<file path="config.mk">
export PLATFORM = sky130hd
export DESIGN_NAME = ma_linear_interp
export DESIGN_NICKNAME = d
export VERILOG_FILES = /design/src/rtl/ma_filter_pkg.sv /design/src/rtl/ma_linear_interp.sv
export SDC_FILE = /design/constraint.sdc
export NUM_CORES = 1
export LEC_CHECK = 0
export ABC_AREA = 1
export BUFFER_PORTS_ARGS = -buffer_cell sky130_fd_sc_hd__buf_2
export CAP_MARGIN = 0
export CORE_UTILIZATION = 35
export CTS_CLUSTER_DIAMETER = 120
export DETAILED_ROUTE_END_ITERATION = 16
export GPL_TIMING_DRIVEN = 0
export PLACE_DENSITY = 0.61
export SLEW_MARGIN = 20
export SYNTH_ARGS = -nofsm -noshare
export SYNTH_HDL_FRONTEND = slang
export SYNTH_SLANG_ARGS = --single-unit
</file>
<file path="constraint.sdc">
create_clock -name clk -period 3.09 [get_ports clk]
set_clock_uncertainty 0.05 [all_clocks]
set_input_delay 0.309 -clock clk [delete_from_list [all_inputs] [get_ports clk]]
set_output_delay 0.309 -clock clk [all_outputs]
set_load 0.02 [all_outputs]
</file>
<file path="src/rtl/ma_filter_pkg.sv">
// Shared constants and types for the moving-average filter chain.
package ma_filter_pkg;

    localparam int DW     = 16;
    localparam int LOG2_R = 3;
    localparam int DIFF_W = DW + 1;
    localparam int ACC_W  = DW + LOG2_R + 1;

    typedef enum logic [1:0] {
        IDLE   = 2'd0,
        PRIMED = 2'd1,
        RUN    = 2'd2
    } interp_state_t;

endpackage

</file>
<file path="src/rtl/ma_linear_interp.sv">
// Linear-interpolating up-converter: one input sample per 2**LOG2_R output beats.
// Optional rounding: define MA_LINEAR_INTERP_ROUND_EN for round-half-up with
// saturation; otherwise q truncates toward -inf.
//
// state  | meaning
// IDLE   | no sample held; next accepted sample becomes x_prev
// PRIMED | x_prev held; next accepted sample starts a segment
// RUN    | emitting interpolated beats k = 0 .. R-1 between x_prev and x_cur
module ma_linear_interp #(
    parameter int DW     = ma_filter_pkg::DW,
    parameter int LOG2_R = ma_filter_pkg::LOG2_R
) (
    input  logic          clk,
    input  logic          reset_n,
    input  logic          flush,
    input  logic          in_valid,
    output logic          in_ready,
    input  logic [DW-1:0] d,
    output logic          out_valid,
    input  logic          out_ready,
    output logic [DW-1:0] q
);
    import ma_filter_pkg::*;

    localparam int W_DIFF = DW + 1;
    localparam int W_ACC  = DW + LOG2_R + 1;
    localparam logic [LOG2_R-1:0] K_LAST = LOG2_R'((1 << LOG2_R) - 1);

    interp_state_t              r_state;
    logic signed [DW-1:0]       r_x_prev;
    logic signed [DW-1:0]       r_x_cur;
    logic signed [W_DIFF-1:0]   r_diff;
    logic signed [W_ACC-1:0]    r_acc;
    logic [LOG2_R-1:0]          r_k;

    logic                       w_last;
    logic                       w_in_acc;
    logic                       w_out_acc;
    logic signed [DW-1:0]       w_base;
    logic signed [W_DIFF-1:0]   w_diff_new;
    logic signed [W_ACC-1:0]    w_acc_load;
    logic signed [W_ACC-1:0]    w_diff_ext;

    // Handshakes and the start point of the next segment. A new segment starts
    // from x_prev when primed, or from x_cur when chained directly out of RUN.
    always_comb begin
        w_last     = (r_k == K_LAST);
        out_valid  = (r_state == RUN);
        in_ready   = (r_state != RUN) | (w_last & out_ready);
        w_in_acc   = in_valid & in_ready;
        w_out_acc  = out_valid & out_ready;
        w_base     = (r_state == RUN) ? r_x_cur : r_x_prev;
        w_diff_new = {d[DW-1], d} - {w_base[DW-1], w_base};
        w_acc_load = {w_base[DW-1], w_base, {LOG2_R{1'b0}}};
        w_diff_ext = {{LOG2_R{r_diff[W_DIFF-1]}}, r_diff};
    end

    // Control FSM and datapath share one register process so that state and
    // accumulator always change together.
    always_ff @(posedge clk or negedge reset_n) begin
        if (!reset_n) begin
            r_state  <= IDLE;
            r_x_prev <= '0;
            r_x_cur  <= '0;
            r_diff   <= '0;
            r_acc    <= '0;
            r_k      <= '0;
        end else if (flush) begin
            r_state  <= IDLE;
            r_x_prev <= '0;
            r_x_cur  <= '0;
            r_diff   <= '0;
            r_acc    <= '0;
            r_k      <= '0;
        end else begin
            case (r_state)
                IDLE: begin
                    if (w_in_acc) begin
                        r_x_prev <= d;
                        r_state  <= PRIMED;
                    end
                end
                PRIMED: begin
                    if (w_in_acc) begin
                        r_x_cur <= d;
                        r_diff  <= w_diff_new;
                        r_acc   <= w_acc_load;
                        r_k     <= '0;
                        r_state <= RUN;
                    end
                end
                RUN: begin
                    if (w_out_acc) begin
                        if (w_last) begin
                            r_x_prev <= r_x_cur;
                            r_k      <= '0;
                            if (w_in_acc) begin
                                r_x_cur <= d;
                                r_diff  <= w_diff_new;
                                r_acc   <= w_acc_load;
                            end else begin
                                r_acc   <= r_acc + w_diff_ext;
                                r_state <= PRIMED;
                            end
                        end else begin
                            r_acc <= r_acc + w_diff_ext;
                            r_k   <= r_k + LOG2_R'(1);
                        end
                    end
                end
                default: r_state <= IDLE;
            endcase
        end
    end

`ifdef MA_LINEAR_INTERP_ROUND_EN
    localparam logic signed [W_ACC:0] RND_HALF = (W_ACC+1)'(1 << (LOG2_R - 1));
    localparam logic signed [W_ACC:0] SAT_MAX  = (W_ACC+1)'((1 << (DW - 1)) - 1);
    localparam logic signed [W_ACC:0] SAT_MIN  = -SAT_MAX - (W_ACC+1)'(1);

    logic signed [W_ACC:0] w_rnd_sum;
    logic signed [W_ACC:0] w_rnd_shr;

    // Round half up on a one-bit-wider adder, then clamp to the sample range.
    always_comb begin
        w_rnd_sum = {r_acc[W_ACC-1], r_acc} + RND_HALF;
        w_rnd_shr = w_rnd_sum >>> LOG2_R;
        if (w_rnd_shr > SAT_MAX)
            q = SAT_MAX[DW-1:0];
        else if (w_rnd_shr < SAT_MIN)
            q = SAT_MIN[DW-1:0];
        else
            q = w_rnd_shr[DW-1:0];
    end
`else
    logic w_unused;

    // Floor division by R: the accumulator always stays between two samples,
    // so the selected bits never overflow DW.
    always_comb begin
        q        = r_acc[DW+LOG2_R-1:LOG2_R];
        w_unused = ^{r_acc[W_ACC-1], r_acc[LOG2_R-1:0]};
    end
`endif

endmodule

</file>
==> impl_metrics.env <==
export IMPL_vias=5087
export IMPL_initial_core_util_pct=36.41
export IMPL_crit_path_start="r_state[1]$_DFFE_PN0P_"
export IMPL_grt_antenna_before_repair=0
export IMPL_crit_path_max_fanout=10
export IMPL_clockBufferDepth=2
export IMPL_run_status="completed"
export IMPL_rsz0062_at_grt="yes"
export IMPL_synthArstFlopShare_pct=100.0
export IMPL_worstSkewPairLatency_ps=350
export IMPL_grt_pass1_wl_mm=26.10
export IMPL_p_leak_nw=3.194
export IMPL_drt_iter0_markers=362
export IMPL_syn_to_final_growth_pct=14.11
export IMPL_htreeDepth=3
export IMPL_synth_compound_area_share_pct=18.63
export IMPL_clk_pin_slew_ps=60
export IMPL_end_kind="register"
export IMPL_critPathLaunchType="register"
export IMPL_yosysUniqueCellTypes=41
export IMPL_place_area_sq_um=5818
export IMPL_grt_pass1_vias=4832
export IMPL_wire_per_inst_microns=16.00
export IMPL_multiInputGateArea_sq_um=3050
export IMPL_synth_top_family_by_area="simple AND/OR/NAND/NOR gates"
export IMPL_setup_tns_ps=0
export IMPL_synth_edf_count=0
export IMPL_routed_wl_mm=16.00
export IMPL_cp_required_ps=3270
export IMPL_drv_cap=0
export IMPL_synth_adder_area_share_pct=9.129
export IMPL_intPower_mw=2.456
export IMPL_syn_inst=762
export IMPL_p_per_area_nw_per_um2=708.6
export IMPL_netlist_top_cell_by_area="dfrtp_1"
export IMPL_layout_commonest_cell="nand2_1"
export IMPL_die_w_microns=125.9
export IMPL_grt_max_degree=53
export IMPL_worstMarginPinSlew_ps=681.2
export IMPL_synth_area_sq_um=5373
export IMPL_min_path_type="in2reg"
export IMPL_cts_sinks=73
export IMPL_pin_count=39
export IMPL_final_layout_size_suffix_gt1_share_pct=13.48
export IMPL_p_sw_mw=1.888
export IMPL_avgSynthCellArea_sq_um=7.051
export IMPL_synth_seq_area_share_pct=34.00
export IMPL_yosysTopAreaCellShare_pct=34.00
export IMPL_relSlewSlack_pct=54.59
export IMPL_fill_cells=1570
export IMPL_yosysWarnings=0
export IMPL_port_buffers=37
export IMPL_synthTopCellsByArea="dfrtp_1, nand2_1, ha_1"
export IMPL_grt_overflow=0
export IMPL_peakVddDrop_mv=0.2528
export IMPL_post_dp_hpwl_mm=12.62
export IMPL_synth_seq_cells=73
export IMPL_num_rows=44
export IMPL_nNetsFinal=871
export IMPL_arrival_ps=3050
export IMPL_hp_start="d[10]"
export IMPL_power_frac_comb_pct=46.5
export IMPL_core_area_sq_um=14750
export IMPL_cts_root_buf="clkbuf_16"
export IMPL_power_total_mw=4.344
export IMPL_die_area_sq_um=15850
export IMPL_reg2reg_from="r_state[1]$_DFFE_PN0P_"
export IMPL_seqCellArea_sq_um=1827
export IMPL_yosys_area_share_simple_pct=27.27
export IMPL_numCtsBuffers=9
export IMPL_ys_flop_type="dfrtp_1"
export IMPL_mostFrequentLayoutCells="nand2_1, dfrtp_1, a21oi_1, o21ai_0, inv_1"
export IMPL_placed_cells=984
export IMPL_critical_path_class="reg2reg"
export IMPL_diodes=0
export IMPL_grtUsageTotal_pct=21.51
export IMPL_cts_tree="yes"
export IMPL_synth_xor_area_share_pct=0.9781
export IMPL_finalSetupViolCount=0
export IMPL_die_y_microns=125.9
export IMPL_layout_cells_non_filler=1000
export IMPL_fin_area_sq_um=6131
export IMPL_syn_num_nets=821
export IMPL_period_share_pct=92.97
export IMPL_place_gp_congestion=0.9300
export IMPL_drt_vias_per_instance=5.087
export IMPL_first_pass_iters=5
export IMPL_hold_violations=0
export IMPL_drc=0
export IMPL_report_final_slew_viol_count=0
export IMPL_min_period_ps=2873
export IMPL_muxShareOfSynthArea_pct=0.2096
export IMPL_power_switching_share_pct=43.46
export IMPL_seqPwrFrac_pct=31.4
export IMPL_clock_power_share_pct=22.2
export IMPL_ant_nets=0
export IMPL_clock_fmax_mhz=348.1
## cell families (layout without fill, tap and decap cells)
group | after synthesis | in the layout
XOR/XNOR | 6 | 6
buffers and inverters | 112 | 166
adder cells (fa/ha/maj) | 38 | 38
multiplexers | 1 | 1
AND/OR/NAND/NOR | 352 | 352
flip-flops | 73 | 73
AO/OA/AOI/OAI | 180 | 180
## synth_stat cells, types with 5 or more instances
library cell	number
ha_1	36
a22oi_1	5
nor2_1	59
o21bai_1	7
nand2_1	226
o22ai_1	6
buf_4	19
nor3_1	8
nand3_1	46
o21ai_0	68
inv_2	6
dfrtp_1	73
inv_1	65
buf_2	11
a21oi_1	73
## through the flow
| stage | hold WS (ps) | utilization [%] | setup slack, ps |
|---|---|---|---|
| 2_1_floorplan | -36.59 | - | 379.4 |
| 3_3_place_gp | 415.6 | 39.23 | -385.9 |
| 3_5_place_dp | 187.5 | 39.43 | -391.1 |
| 4_1_cts | 161.1 | 41.29 | 62.22 |
| 5_1_grt | 182.7 | 41.55 | -13.87 |
| 6_report | 173.2 | 41.55 | 217.3 |
## worst paths after layout
check                                           to  slack [ps]  cells after the start
min in group asynchronous  r_x_prev[1]$_DFFE_PN0P_         360                      2
hold reg to reg             r_x_cur[4]$_DFFE_PN0P_         430                      2
hold / removal             r_x_cur[10]$_DFFE_PN0P_         170                      3
max in group asynchronous   r_diff[15]$_DFFE_PN0P_        2070                      3
setup / recovery            r_diff[16]$_DFFE_PN0P_         220                     14
setup reg to reg            r_diff[16]$_DFFE_PN0P_         220                     14
## sequential cells by signal (all words and copies together), names as in the netlist
| register | cells |
|---|---|
| r_diff | 17 |
| r_x_prev | 16 |
| r_x_cur | 16 |
| r_state | 2 |
| r_acc | 19 |
| r_k | 3 |
## critical path, cell delays in order (launching register included)
cell and delay [ps]:
dfrtp_1 410, inv_2 180, nor2_8 60, inv_1 170
clkbuf_4 260, nor2_1 100, o21bai_1 170, ha_1 350
a21oi_1 290, o21a_1 200, nor2_1 50, nor3_1 190
nand3_1 110, nand3_1 110, nand2_1 60
## power by group through the flow
stage               clock, mW  combinational, mW  sequential, mW
detailed placement          0               1.96            1.37
floorplan                   0               1.46            1.30
finish                  0.963               2.02            1.36
global route             1.01               2.27            1.39
global placement            0               1.95            1.37
CTS                     0.977               1.98            1.36
## area by class of cell
| class | count | area share, % |
|---|---|---|
| timing repair buffer | 40 | 3.796 |
| sequential | 73 | 29.80 |
| inverter | 75 | 4.673 |
| buffer | 36 | 4.020 |
| clock buffer | 15 | 4.204 |
| multi-input combinational | 577 | 49.76 |
| tap | 184 | 3.755 |
## layer usage
metal | GRT usage [%] | part of all wire, % | wire length (microns) | vias up
li1 | - | - | - | 2625
met3 | 3.314 | 4.4 | 710 | 27
met1 | 31.04 | 50 | 7961 | 2319
met4 | 8.788 | 2.7 | 439 | 0
met5 | 0 | 0 | 0 | -
met2 | 31.98 | 43 | 6892 | 116
## timing repair
| item | 4_1_cts | 5_1_grt |
|---|---|---|
| pin swaps | 0 | 2 |
| gates resized for setup | 5 | 10 |
| endpoints found under the setup margin | 10 | 10 |
| buffers inserted | 0 | 1 |
| endpoints found under the hold margin | 21 | 0 |
| hold buffers | 1 | 0 |
Power figures use the tool's default switching activity.
